`src/rtl/i2c_reg_bank.sv`:
```
// ---------------------------------------------------------------------------
// i2c_reg_bank
//
// Register bank terminating the I2C slave core's register request/response
// interface. Provides ID, scratch, GPIO and status registers plus a TX FIFO
// that forwards I2C-written bytes into the fabric as a valid/ready stream.
// Rejected writes get no reg_response, which makes the slave NACK the byte.
//
// Optional feature macro: I2C_REG_BANK_IRQ_EN
//   defined   : register 0x08 IRQ_ENABLE (RW, low 4 bits), irq is registered
//               OR of STATUS[3:0] & IRQ_ENABLE[3:0]
//   undefined : 0x08 is unmapped, irq tied low
//
// Ports:
//   clock, reset       system clock, synchronous active-high reset
//   reg_address        register address (I2C_REG_ADDRESS_WIDTH bits)
//   reg_is_write       1 = write, 0 = read
//   reg_request        one-cycle request strobe
//   reg_write_data     write data byte
//   reg_response       one-cycle accept strobe, one cycle after the request
//   reg_read_data      read data, held until the next accepted read
//   gpio_out           GPIO_OUT register
//   gpio_in            asynchronous GPIO inputs
//   tx_data/tx_valid   TX FIFO head / not-empty
//   tx_ready           consumer accepts the head entry
//   irq                level interrupt, active-high
// ---------------------------------------------------------------------------
module i2c_reg_bank #(
    parameter int         I2C_REG_ADDRESS_WIDTH = 8,
    parameter logic [7:0] ID_VALUE              = 8'hA5,
    parameter int         GPIO_WIDTH            = 8,
    parameter int         FIFO_DEPTH_LOG2       = 4
) (
    input  logic                             clock,
    input  logic                             reset,
    input  logic [I2C_REG_ADDRESS_WIDTH-1:0] reg_address,
    input  logic                             reg_is_write,
    input  logic                             reg_request,
    input  logic [7:0]                       reg_write_data,
    output logic                             reg_response,
    output logic [7:0]                       reg_read_data,
    output logic [GPIO_WIDTH-1:0]            gpio_out,
    input  logic [GPIO_WIDTH-1:0]            gpio_in,
    output logic [7:0]                       tx_data,
    output logic                             tx_valid,
    input  logic                             tx_ready,
    output logic                             irq
);

    localparam int AW    = I2C_REG_ADDRESS_WIDTH;
    localparam int PW    = FIFO_DEPTH_LOG2;
    localparam int DEPTH = 1 << PW;

    localparam logic [AW-1:0] A_ID      = AW'(8'h00);
    localparam logic [AW-1:0] A_SCRATCH = AW'(8'h01);
    localparam logic [AW-1:0] A_GPIOOUT = AW'(8'h02);
    localparam logic [AW-1:0] A_GPIOIN  = AW'(8'h03);
    localparam logic [AW-1:0] A_STATUS  = AW'(8'h04);
    localparam logic [AW-1:0] A_COUNT   = AW'(8'h05);
    localparam logic [AW-1:0] A_FIFO    = AW'(8'h06);
    localparam logic [AW-1:0] A_CONTROL = AW'(8'h07);

    localparam logic [PW:0]   CNT_FULL = (PW + 1)'(DEPTH);
    localparam logic [PW:0]   CNT_ONE  = (PW + 1)'(1);
    localparam logic [PW-1:0] PTR_ONE  = PW'(1);

    logic                  response_q, response_d;
    logic [7:0]            readData_q, readData_d;
    logic [7:0]            scratch_q, scratch_d;
    logic [GPIO_WIDTH-1:0] gpioOut_q, gpioOut_d;
    logic [GPIO_WIDTH-1:0] sync1_q, sync2_q, syncPrev_q;
    logic                  overflow_q, overflow_d;
    logic                  gpioChanged_q, gpioChanged_d;
    logic [PW-1:0]         wrPtr_q, wrPtr_d, rdPtr_q, rdPtr_d;
    logic [PW:0]           count_q, count_d;
    logic [7:0]            mem_q [DEPTH];

    logic       empty, full, wrReq, rdReq, isFifo, isCtrl;
    logic       writeOk, accept, push, pop, flush, clrOvf, clrChg;
    logic [7:0] status, countByte, gpioInByte, gpioOutByte, readMux;
    logic       irqEnHit;
    logic [3:0] irqEnByte;

`ifdef I2C_REG_BANK_IRQ_EN
    localparam logic [AW-1:0] A_IRQEN = AW'(8'h08);
    logic [3:0] irqEn_q, irqEn_d;
    logic       irq_q, irq_d;
`endif

    assign empty = (count_q == '0);
    assign full  = (count_q == CNT_FULL);

    // Request decode: which access is accepted and which FIFO/flag side
    // effects it triggers. Full is taken from registered state so a push
    // into a full FIFO is rejected even when a pop happens in the same cycle.
    always_comb begin
        wrReq    = reg_request && reg_is_write;
        rdReq    = reg_request && !reg_is_write;
        isFifo   = (reg_address == A_FIFO);
        isCtrl   = (reg_address == A_CONTROL);
`ifdef I2C_REG_BANK_IRQ_EN
        irqEnHit = (reg_address == A_IRQEN);
`else
        irqEnHit = 1'b0;
`endif
        writeOk  = (reg_address == A_SCRATCH) || (reg_address == A_GPIOOUT) ||
                   isCtrl || (isFifo && !full) || irqEnHit;
        accept   = rdReq || (wrReq && writeOk);
        push     = wrReq && isFifo && !full;
        pop      = !empty && tx_ready;
        flush    = wrReq && isCtrl && reg_write_data[0];
        clrOvf   = wrReq && isCtrl && reg_write_data[1];
        clrChg   = wrReq && isCtrl && reg_write_data[2];
    end

    // Zero-extended views of narrower fields, and the read mux itself.
    // Unmapped and write-only addresses read as zero.
    always_comb begin
        countByte             = '0;
        countByte[PW:0]       = count_q;
        gpioInByte            = '0;
        gpioInByte[GPIO_WIDTH-1:0]  = sync2_q;
        gpioOutByte           = '0;
        gpioOutByte[GPIO_WIDTH-1:0] = gpioOut_q;
        status                = {4'b0000, gpioChanged_q, overflow_q, full, empty};
        irqEnByte             = 4'b0000;
`ifdef I2C_REG_BANK_IRQ_EN
        irqEnByte             = irqEn_q;
`endif
        readMux               = 8'h00;
        if (reg_address == A_ID)           readMux = ID_VALUE;
        else if (reg_address == A_SCRATCH) readMux = scratch_q;
        else if (reg_address == A_GPIOOUT) readMux = gpioOutByte;
        else if (reg_address == A_GPIOIN)  readMux = gpioInByte;
        else if (reg_address == A_STATUS)  readMux = status;
        else if (reg_address == A_COUNT)   readMux = countByte;
        else if (irqEnHit)                 readMux = {4'b0000, irqEnByte};
    end

    // Next-state logic for registers, FIFO bookkeeping and sticky flags.
    // Flush overrides any same-cycle pop; set beats clear on sticky flags.
    always_comb begin
        response_d    = accept;
        readData_d    = rdReq ? readMux : readData_q;
        scratch_d     = (wrReq && reg_address == A_SCRATCH) ? reg_write_data : scratch_q;
        gpioOut_d     = (wrReq && reg_address == A_GPIOOUT) ?
                        reg_write_data[GPIO_WIDTH-1:0] : gpioOut_q;
        overflow_d    = (wrReq && isFifo && full) || (overflow_q && !clrOvf);
        gpioChanged_d = (sync2_q != syncPrev_q) || (gpioChanged_q && !clrChg);
        wrPtr_d       = push ? wrPtr_q + PTR_ONE : wrPtr_q;
        rdPtr_d       = pop  ? rdPtr_q + PTR_ONE : rdPtr_q;
        count_d       = count_q;
        if (push && !pop)      count_d = count_q + CNT_ONE;
        else if (!push && pop) count_d = count_q - CNT_ONE;
        if (flush) begin
            wrPtr_d = '0;
            rdPtr_d = '0;
            count_d = '0;
        end
`ifdef I2C_REG_BANK_IRQ_EN
        irqEn_d = (wrReq && irqEnHit) ? reg_write_data[3:0] : irqEn_q;
        irq_d   = |(status[3:0] & irqEn_q);
`endif
    end

    // State registers with synchronous reset; a reset in the request cycle
    // drops the pending response and clears the FIFO and flags.
    always_ff @(posedge clock) begin
        if (reset) begin
            response_q    <= 1'b0;
            readData_q    <= 8'h00;
            scratch_q     <= 8'h00;
            gpioOut_q     <= '0;
            sync1_q       <= '0;
            sync2_q       <= '0;
            syncPrev_q    <= '0;
            overflow_q    <= 1'b0;
            gpioChanged_q <= 1'b0;
            wrPtr_q       <= '0;
            rdPtr_q       <= '0;
            count_q       <= '0;
`ifdef I2C_REG_BANK_IRQ_EN
            irqEn_q       <= 4'b0000;
            irq_q         <= 1'b0;
`endif
        end else begin
            response_q    <= response_d;
            readData_q    <= readData_d;
            scratch_q     <= scratch_d;
            gpioOut_q     <= gpioOut_d;
            sync1_q       <= gpio_in;
            sync2_q       <= sync1_q;
            syncPrev_q    <= sync2_q;
            overflow_q    <= overflow_d;
            gpioChanged_q <= gpioChanged_d;
            wrPtr_q       <= wrPtr_d;
            rdPtr_q       <= rdPtr_d;
            count_q       <= count_d;
`ifdef I2C_REG_BANK_IRQ_EN
            irqEn_q       <= irqEn_d;
            irq_q         <= irq_d;
`endif
        end
    end

    // FIFO storage needs no reset: the pointers define which entries are live.
    always_ff @(posedge clock) begin
        if (push) mem_q[wrPtr_q] <= reg_write_data;
    end

    assign reg_response  = response_q;
    assign reg_read_data = readData_q;
    assign gpio_out      = gpioOut_q;
    assign tx_data       = mem_q[rdPtr_q];
    assign tx_valid      = !empty;
`ifdef I2C_REG_BANK_IRQ_EN
    assign irq           = irq_q;
`else
    assign irq           = 1'b0;
`endif

endmodule
```
`config.mk`:
```
export PLATFORM = sky130hd
export DESIGN_NAME = i2c_reg_bank
export DESIGN_NICKNAME = d
export VERILOG_FILES = /design/src/rtl/i2c_reg_bank.sv
export SDC_FILE = /design/constraint.sdc
export NUM_CORES = 1
export LEC_CHECK = 0
export BUFFER_PORTS_ARGS = -buffer_cell sky130_fd_sc_hd__buf_2
export CAP_MARGIN = 25
export CORE_UTILIZATION = 30
export DETAILED_ROUTE_END_ITERATION = 7
export PLACE_DENSITY_LB_ADDON = 0.05
export SLEW_MARGIN = 0
export SYNTH_ARGS = -nofsm -noshare
export SYNTH_HDL_FRONTEND = slang
export SYNTH_SLANG_ARGS = --single-unit
export TNS_END_PERCENT = 100
```
`constraint.sdc`:
```
create_clock -name clock -period 3.9 [get_ports clock]
set_input_delay 0.585 -clock clock [delete_from_list [all_inputs] [get_ports clock]]
set_output_delay 0.585 -clock clock [all_outputs]
set_load 0.01 [all_outputs]
```
==> qor.yml, run 1 <==
cts:
  cts_tree: "done"
  postCtsSetupBuffers: 0
  numCtsBuffers: 17
  clock-sinks: 196
  cts_hold_buf: 0
  clkTransAtPathRegs_ns: 0.08
  cts_resized: 0
  clk_latency_ns: 0.44
  cts_root_buffer: "clkbuf_16"
  htreeDepth: 4
  cts_buffer_depth: 2
timing:
  setup_slack_ns: 0.671
  finClkSkew_ns: 0.0152
  fin_tns_setup_ns: 0
  hold_violations: 0
  rsz0062_at_grt: "no"
  period_minus_slack_ns: 3.23
  timing.hold.ws_ns: 0.353
  setup_viol: 0
  drv_slew: 0
  fin_crit_sh_pct: 82.8
  worst_pin_slew_ns: 0.956
  relSlewSlack_pct: 36.3
  max_freq_ghz: 0.310
synthesis:
  ys_types: 55
  synthFlopType: "edfxtp_1"
  syn_area_per_cell_um2: 15.4
  yosysWarnings: 0
  ys_ff_latch: 196
  synth_area_mm2: 0.00797
  syn_nets: 559
  synthArstFlopShare_pct: 0
  synthCells: 519
  synth_edf_count: 128
  ys_seq_area_share_pct: 65.3
placed_design:
  place_ws_ns: 0.405
  io_buffers: 54
  place.gp.congestion: 0.836
  dp_hpwl_mm: 12.7
die:
  core_mm2: 0.0261
  start_util_pct: 30.6
  die_h_um: 165
  die_w_um: 165
  fp.dieArea_mm2: 0.0272
  ios: 56
  row_count: 59
pwr:
  ir_drop_mv: 0.228
  total_power_mw: 4.89
  p_leak_nw: 3.20
  power.density_mw_per_mm2: 529
setup_path:
  cp-end-kind: "output port"
  crit_type: "register to output port"
  crit_buf_inv: 2
  worst_path_max_delay_cell: "dfxtp_2"
  path_max_fanout: 15
  crit_path_cell_trace: "buf_4, mux4_1, mux4_2, buf_2"
  worstPathRequired_ns: 3.31
  arrival_ns: 2.64
  critical_path.top_delay_family: "multiplexers"
  r2r_cells: 11
  cp-start-kind: "register"
  slowest_delay_ns: 0.65
  cp_num_cells: 4
global_routing:
  grt_pass1_wl_mm: 28.3
  antenna_found_initial: 0
  overflow: 0
  grt_max_degree: 54
  grt_pass1_vias: 4505
  grt_usage_pct: 14.7
final_layout:
  antenna_cells: 0
  final_nets: 623
  drive_gt1_share_pct: 22.7
  nFillCells: 2502
  syn_to_final_growth_pct: 15.9
detailed_routing:
  via_per_inst: 4.76
  num_vias: 4428
  drt_first_pass_iters: 4
  wl_per_cell_um: 20.2
  routed_wirelength_mm: 18.8
  drt-initial-drc-count: 267
  ant_nets: 0
  drc: 0
hold_path:
  min_path_cells: 2
  hp-class: "input pin to register"
outcome:
  outcome: "complete, no violations"
run:
  max_cap_viol_count: 0
[cell families (layout without fill, tap and decap cells)]
family                   Yosys count  count (layout)  synth area share [%]
flip-flops                       196             196                  65.3
AND/OR/NAND/NOR                  147             147                  9.54
multiplexers                      60              60                  15.0
AO/OA/AOI/OAI                     50              50                  3.97
buffers and inverters             38             115                  2.57
XOR/XNOR                          16              16                  1.76
adder cells (fa/ha/maj)           11              11                  1.82
other                              1               1                0.0471
[layout make-up]
cell class / count / area (µm²) / area share (%)
sequential: 196 / 5210 / 56.3
timing repair buffer: 73 / 413 / 4.47
multi-input combinational: 285 / 2570 / 27.8
clock buffer: 18 / 429 / 4.64
inverter: 10 / 37.5 / 0.406
clock inverter: 14 / 169 / 1.83
tap: 335 / 419 / 4.54
[per-layer routing]
metal	up-vias	share of wire [%]	GRT usage [%]
li1	2088	-	-
met1	2219	46	19.2
met2	111	50	24.8
met3	10	3.5	2.74
met4	0	0.71	4.42
met5	-	0	0
[synth_stat cells (all sizes together), types with 5 or more instances]
cell | number | area share (%)
nor4 | 5 | 0.47
nand3 | 11 | 0.69
o21ai | 12 | 0.75
edfxtp | 128 | 48
nor2b | 31 | 2.4
mux4 | 40 | 12
xnor2 | 10 | 1.1
ha | 10 | 1.6
xor2 | 6 | 0.66
nor3 | 8 | 0.89
mux2i | 18 | 2.3
clkbuf | 12 | 0.57
nor2 | 50 | 2.4
nand2b | 5 | 0.39
buf | 16 | 1.5
a21oi | 19 | 1.2
nand2 | 25 | 1.3
inv | 10 | 0.47
dfxtp | 68 | 17
[worst register-to-register path, cell delays in order, from the launching register on]
cell	delay, ns
dfxtp_1	0.45
nor4_2	0.09
a21oi_1	0.30
and2_1	0.38
ha_1	0.27
inv_1	0.12
ha_1	0.31
nor2b_1	0.14
o21a_1	0.17
or4_1	0.43
a21o_1	0.20
a21oi_1	0.13
[state kept, by name (all words and copies together), names as in the netlist, named ones only]
signal         cells
count_q            5
gpioChanged_q      1
gpioInByte         8
gpio_out           8
mem_q            128
overflow_q         1
rdPtr_q            4
reg_read_data      8
reg_response       1
scratch_q          8
sync1_q            8
syncPrev_q         8
wrPtr_q            4
[where the power goes]
part / switching (mW) / leakage (nW) / internal, mW / total, mW
Sequential: 0.0768 / 1.70 / 2.25 / 2.33
Combinational: 0.401 / 1.21 / 0.373 / 0.774
Clock: 0.816 / 0.290 / 0.969 / 1.79
[path summary, 6_finish.rpt]
check	from	endpoint	slack (ns)
setup / recovery	register	tx_data[2]	0.67
hold / removal	gpio_in[0]	sync1_q[0]$_SDFF_PP0_	0.35
hold reg to reg	sync1_q[3]$_SDFF_PP0_	gpioInByte[3]$_SDFF_PP0_	0.44
setup reg to reg	count_q[2]$_SDFFE_PP0P_	count_q[4]$_SDFFE_PP0P_	0.84
[cells in the final DEF, fill, tap and decap left out, types with 4 or more instances in the layout]
| master | instances |
|---|---|
| dfxtp_1 | 67 |
| clkbuf_16 | 17 |
| edfxtp_1 | 128 |
| nand2b_1 | 5 |
| xor2_1 | 6 |
| nand3_1 | 11 |
| nand2_1 | 22 |
| nor2_1 | 50 |
| inv_1 | 10 |
| nor3_2 | 4 |
| a21oi_1 | 19 |
| xnor2_1 | 10 |
| buf_2 | 54 |
| mux4_1 | 24 |
| inv_8 | 4 |
| mux2i_1 | 18 |
| o21ai_0 | 11 |
| ha_1 | 10 |
| clkinv_4 | 4 |
| buf_4 | 19 |
| nor2b_1 | 31 |
| mux4_2 | 16 |
[metrics by stage]
stage | instances | instance area, µm² | utilization [%]
floorplan | 519 | 7970 | -
global placement | 899 | 8640 | 33.2
detailed placement | 899 | 8640 | 33.2
CTS | 931 | 9240 | 35.5
global route | 931 | 9240 | 35.5
finish | 931 | 9240 | 35.5
Power figures use the tool's default switching activity.
==> inputs of run 2 (changes only) <==
ABC_AREA = 1   (was not set)
clock period = 3.1 ns   (was 3.9 ns; I/O delays follow)
==> qor.yml, run 2 <==
outcome:
  outcome: "finished with violations"
  violations: "DRC"
timing:
  period_minus_slack_ns: 2.80
  finClkSkew_ns: 0.00823  # -0.00697 ns
  max_freq_ghz: 0.357
  rsz0062_at_grt: "no"
  timing.hold.ws_ns: 0.218  # -0.135 ns
  drv_slew: 0  # unchanged
  worst_pin_slew_ns: 0.794  # -0.162 ns
  relSlewSlack_pct: 46.9  # +11 points
  hold_violations: 0  # unchanged
  fin_tns_setup_ns: 0  # unchanged
  setup_slack_ns: 0.299  # -0.371 ns
  fin_crit_sh_pct: 90.4
  setup_viol: 0  # unchanged
final_layout:
  regMostFlops: "mem_q"
  largest_register_ffs: 128  # unchanged
  post-route-util_pct: 35.8  # +0.34 points
  syn_to_final_growth_pct: 16.0  # about the same
  antenna_cells: 0  # unchanged
  final_common_cell: "nor2_1"
  final_cell_mix: "nor2_1 (177), edfxtp_1 (128), o21ai_0 (86)"
  drive_gt1_share_pct: 15.3  # -7.4 points
  final_nets: 886  # +42%
cts:
  clkTransAtPathRegs_ns: 0.09  # about the same
  clock-sinks: 196  # unchanged
  cts_tree: "done"
  numCtsBuffers: 17  # unchanged
  cts_root_buffer: "clkbuf_16"
  htreeDepth: 4  # unchanged
  cts_buffer_depth: 2  # unchanged
  clk_latency_ns: 0.44  # about the same
  cts_hold_buf: 0  # unchanged
  cts_resized: 0  # unchanged
  postCtsSetupBuffers: 0  # unchanged
setup_path:
  rrSetupSlack_ns: 0.68  # -0.16 ns
  arrival_ns: 2.34  # -0.30 ns
  r2r-end: "count_q[4]$_SDFFE_PP0P_"
  worstPathRequired_ns: 2.63  # -0.68 ns
  path_max_fanout: 41  # +26
  crit_type: "register to output port"
  cp-start-kind: "register"
  r2r_cells: 11  # unchanged
  rr_startpoint: "count_q[0]$_SDFFE_PP0P_"
  cp-end-kind: "output port"
pwr:
  power_switching_mw: 2.09  # +61%
  pwr-share-clk_pct: 35.6  # -0.9 points
  power.internal_mw: 4.35  # +21%
  p_comb_share_pct: 19.0  # +3.2 points
  seqPwrFrac_pct: 45.4  # -2.2 points
  p_leak_nw: 3.46  # +7.9%
  ir_drop_mv: 0.311  # +36%
  swShare_pct: 32.4  # +6.0 points
  power.density_mw_per_mm2: 685  # +29%
detailed_routing:
  num_vias: 5622  # +27%
  drt-initial-drc-count: 381  # +43%
  routed.top_layer: "met4"
  wl_met1_mm: 9.40  # +9.4%
  met2RoutedLength_mm: 10.5  # +11%
  routed_wirelength_mm: 20.8  # +11%
  route.met3.wl_um: 577  # -11%
  ant_nets: 0  # unchanged
  via_per_inst: 4.71  # -1.0%
  drt_first_pass_iters: 6  # +2
  drc: 2  # +2
  wl_per_cell_um: 17.4  # -14%
placed_design:
  place_ws_ns: 0.436  # +0.0317 ns
  io_buffers: 54  # unchanged
  dp_hpwl_mm: 13.8  # +8.6%
  place.gp.congestion: 0.771  # -7.7%
synthesis:
  netlist_top_cells_count: "nor2_1 (177), edfxtp_1 (128), o21ai_0 (86)"
  synthCells: 788  # +52%
  synthFlopType: "edfxtp_1"
  synth_edf_count: 128  # unchanged
  yosysWarnings: 0  # unchanged
  synth_area_mm2: 0.00811  # +1.8%
  syn_nets: 828  # +48%
  ys_ff_latch: 196  # unchanged
  ys_types: 42  # -24%
  synth_most_common_cell: "nor2_1"
  synthTopCellsByArea: "edfxtp_1 (47%), dfxtp_1 (17%), nor2_1 (8.2%), o21ai_0 (5.3%), nand2_1 (3.6%)"
  synthArstFlopShare_pct: 0  # unchanged
  ys_seq_area_share_pct: 64.2  # -1.1 points
  synth_top_area_share_pct: 47.4  # -0.83 points
  syn_area_per_cell_um2: 10.3  # -33%
  synth_area_leader_cell: "edfxtp_1"
die:
  die_w_um: 166  # +0.86%
  start_util_pct: 30.9  # +0.28 points
  fp.dieArea_mm2: 0.0277  # +1.7%
  row_count: 59  # unchanged
  ios: 56  # unchanged
  core_mm2: 0.0263  # +0.85%
  die_h_um: 166  # +0.86%
hold_path:
  hold-path-endpoint: "sync1_q[7]$_SDFF_PP0_"
  hp-class: "input pin to register"
  hp-start: "gpio_in[7]"
  min_path_cells: 3  # +1
global_routing:
  overflow: 0  # unchanged
  antenna_found_initial: 0  # unchanged
  grt_max_degree: 65  # +20%
  grt_pass1_wl_mm: 32.2  # +14%
  grt_pass1_vias: 5577  # +24%
  grt_usage_pct: 15.5  # +0.77 points
run:
  max_cap_viol_count: 0  # unchanged
==> run 2: cell types whose count changed in the layout (fill, tap and decap cells not counted), moves of 18 or more <==
cell      change
o21ai_0      +75
inv_1        +45
o211ai_1     +31
nor2_1      +127
nand2_1      +56
mux2i_1      -18
mux4_1       -24
nor2b_1      -31
==> run 2: critical path, stage by stage (launching register included) <==
cell and delay (ns):
dfxtp_2 0.34, inv_4 0.35, buf_4 0.39, nor2_1 0.07
nor2_1 0.09, o21ai_0 0.13, o211ai_1 0.14, o211ai_1 0.10
nand2_1 0.12, buf_2 0.14
==> run 2: worst max path at each step <==
stage                    from                 endpoint  slack (ns)  cells past startpoint
2_1_floorplan  reg_address[5]  count_q[4]$_SDFFE_PP0P_        0.82                     13
6_report             register               tx_data[1]        0.30                      9
3_3_place_gp   reg_address[5]  count_q[4]$_SDFFE_PP0P_        0.53                     14
3_5_place_dp   reg_address[5]  count_q[4]$_SDFFE_PP0P_        0.44                     14
5_1_grt              register               tx_data[1]        0.10                      9
4_1_cts              register               tx_data[1]        0.23                      9
==> run 2: final cells by class <==
type,instances,area [µm²]
Sequential cell,196,5210
Clock buffer,17,425
Tap cell,335,419
Fill cell,2652,16900
Timing Repair Buffer,71,410
Inverter,60,229
Multi-Input combinational cell,500,2520
Clock inverter,15,191
==> run 2: cells by family after synthesis <==
family / after synthesis / share of synthesized area, %
AND/OR/NAND/NOR: 304 / 16.1
buffers and inverters: 92 / 4.69
other: 1 / 0.0462
adder cells (fa/ha/maj): 11 / 1.79
flip-flops: 196 / 64.2
XOR/XNOR: 11 / 1.19
AO/OA/AOI/OAI: 173 / 12.0
==> run 2: power groups by stage <==
| stage | Clock, mW | Sequential, mW | Combinational (mW) |
|---|---|---|---|
| 2_1_floorplan | 0 | 2.93 | 0.824 |
| 3_3_place_gp | 0 | 2.99 | 1.23 |
| 3_5_place_dp | 0 | 2.99 | 1.24 |
| 4_1_cts | 2.36 | 2.93 | 1.25 |
| 5_1_grt | 2.46 | 2.94 | 1.39 |
| 6_report | 2.29 | 2.93 | 1.22 |
==> run 2: routing by layer <==
layer | track usage, % | up-vias
li1 | - | 2798
met1 | 19.3 | 2701
met2 | 27.2 | 105
met3 | 3.02 | 18
met4 | 4.59 | 0
met5 | 0 | -
==> run 2: stage by stage <==
stage	cells	area (µm²)	power, mW
2_1_floorplan	788	8110	3.75
3_3_place_gp	1162	8790	4.21
3_5_place_dp	1162	8790	4.23
4_1_cts	1194	9410	6.53
5_1_grt	1194	9410	6.79
6_report	1194	9410	6.44
==> inputs of run 3 (changes only) <==
ABC_AREA = not set   (was 1)
==> qor.yml, run 3 (synthesis gave the netlist of run 1 again) <==
final_layout:
  syn_to_final_growth_pct: 16.9
  final_cell_mix: "edfxtp_1 (128), dfxtp_1 (67), buf_2 (54)"
  final_nets: 633  # -29%
  drive_gt1_share_pct: 24.1  # +8.8 points
  post-route-util_pct: 35.7  # -0.056 points
  final_common_cell: "edfxtp_1"
  antenna_cells: 0  # unchanged
  regMostFlops: "mem_q"
  largest_register_ffs: 128  # unchanged
detailed_routing:
  drc: 0  # -2
  num_vias: 4403  # -22%
  ant_nets: 0  # unchanged
  routed_wirelength_mm: 18.7  # -10%
  drt_first_pass_iters: 4  # -2
  drt-initial-drc-count: 343  # -10%
  wl_per_cell_um: 19.9  # +14%
  via_per_inst: 4.68  # -0.63%
placed_design:
  place.gp.congestion: 0.790  # +2.4%
  dp_hpwl_mm: 12.6  # -8.8%
  io_buffers: 54  # unchanged
hold_path:
  hp-start: "gpio_in[4]"
  hp-class: "input pin to register"
timing:
  relSlewSlack_pct: 59.3  # +12 points
  setup_viol: 0  # unchanged
  finClkSkew_ns: 0.0111  # +0.00285 ns
  period_minus_slack_ns: 3.00  # +0.203 ns
  drv_slew: 0  # unchanged
  worst_pin_slew_ns: 0.610  # -0.184 ns
  fin_crit_sh_pct: 96.9  # +6.5 points
  max_freq_ghz: 0.333  # -6.8%
  rsz0062_at_grt: "no"
  fin_tns_setup_ns: 0  # unchanged
  hold_violations: 0  # unchanged
setup_path:
  path_max_fanout: 18  # -56%
  worstPathRequired_ns: 2.63  # about the same
  rr_startpoint: "count_q[1]$_SDFFE_PP0P_"
  crit_type: "register to output port"
  cp-end-kind: "output port"
  arrival_ns: 2.54  # +0.20 ns
  cp-start-kind: "register"
cts:
  clkTransAtPathRegs_ns: 0.07  # -0.02 ns
  clock-sinks: 196  # unchanged
  htreeDepth: 4  # unchanged
  postCtsSetupBuffers: 0  # unchanged
  cts_buffer_depth: 2  # unchanged
  cts_tree: "done"
  cts_resized: 0  # unchanged
  numCtsBuffers: 17  # unchanged
  cts_root_buffer: "clkbuf_16"
  cts_hold_buf: 0  # unchanged
  clk_latency_ns: 0.43  # about the same
pwr:
  total_power_mw: 6.14  # -4.7%
  p_leak_nw: 3.26  # -5.7%
  power.density_mw_per_mm2: 659  # -3.8%
  ir_drop_mv: 0.301  # -3.3%
die:
  row_count: 59  # unchanged
  die_w_um: 165  # -0.86%
  fp.dieArea_mm2: 0.0272  # -1.7%
  ios: 56  # unchanged
  start_util_pct: 30.6  # -0.28 points
  core_mm2: 0.0261  # -0.84%
  die_h_um: 165  # -0.86%
run:
  max_cap_viol_count: 0  # unchanged
global_routing:
  grt_usage_pct: 14.7  # -0.80 points
  overflow: 0  # unchanged
  antenna_found_initial: 0  # unchanged
  grt_max_degree: 37  # -43%
  grt_pass1_vias: 4539  # -19%
  grt_pass1_wl_mm: 28.4  # -12%
outcome:
  outcome: "complete, no violations"
-- run 3: cell types whose count changed in the layout (fill, tap and decap cells not counted), moves of 14 or more --
cell,previous run,this run
o211ai_1,32,1
mux4_2,0,16
nor2b_1,0,31
mux2i_1,0,18
nand2_1,78,22
a21oi_1,33,19
nor2_1,177,50
mux4_1,0,24
o21ai_0,86,11
inv_1,55,10
-- run 3: power by group --
group,total (mW),switching (mW),leakage (nW),internal (mW)
clock network,2.21,1.01,0.291,1.20
registers,2.91,0.0816,1.70,2.83
logic,1.02,0.521,1.27,0.496
-- run 3: worst paths after layout --
| check | endpoint | slack (ns) | cells after the start |
|---|---|---|---|
| setup / recovery | tx_data[5] | 0.1 | 4 |
| hold / removal | sync1_q[4]$_SDFF_PP0_ | 0.24 | 2 |
| setup reg to reg | count_q[4]$_SDFFE_PP0P_ | 0.24 | 11 |
| hold reg to reg | gpioInByte[5]$_SDFF_PP0_ | 0.44 | 1 |
-- run 3: final cells by class --
cell class / count / area (µm²)
sequential: 196 / 5210
inverter: 10 / 37.5
multi-input combinational: 285 / 2570
fill: 2509 / 16700
timing repair buffer: 83 / 500
clock inverter: 12 / 116
clock buffer: 20 / 468
tap: 335 / 419
-- run 3: critical path, cell delays in order (launching register included) --
cell and delay [ns]:
dfxtp_2 0.52, buf_12 0.23, mux4_1 0.64, mux4_2 0.53
buf_2 0.16
-- run 3: layer usage --
metal  wire, µm  vias to the layer above  share of wire (%)  track usage [%]
li1           -                     2112                  -                -
met1       9120                     2214                 49             20.1
met2       8950                       68                 48             23.7
met3        513                        9                2.7             3.01
met4        125                        0               0.67             3.88
met5          0                        -                  0                0
-- run 3: through the flow --
stage          setup WS [ns]  instance area, µm²  hold WS (ns)  instances
5_1_grt              0.00924                9310         0.227        941
3_3_place_gp          0.0396                8730         0.420        909
6_report              0.0962                9310         0.237        941
3_5_place_dp          0.0139                8730         0.423        909
4_1_cts               0.0365                9310         0.210        941
2_1_floorplan         0.0539                7970         0.414        519
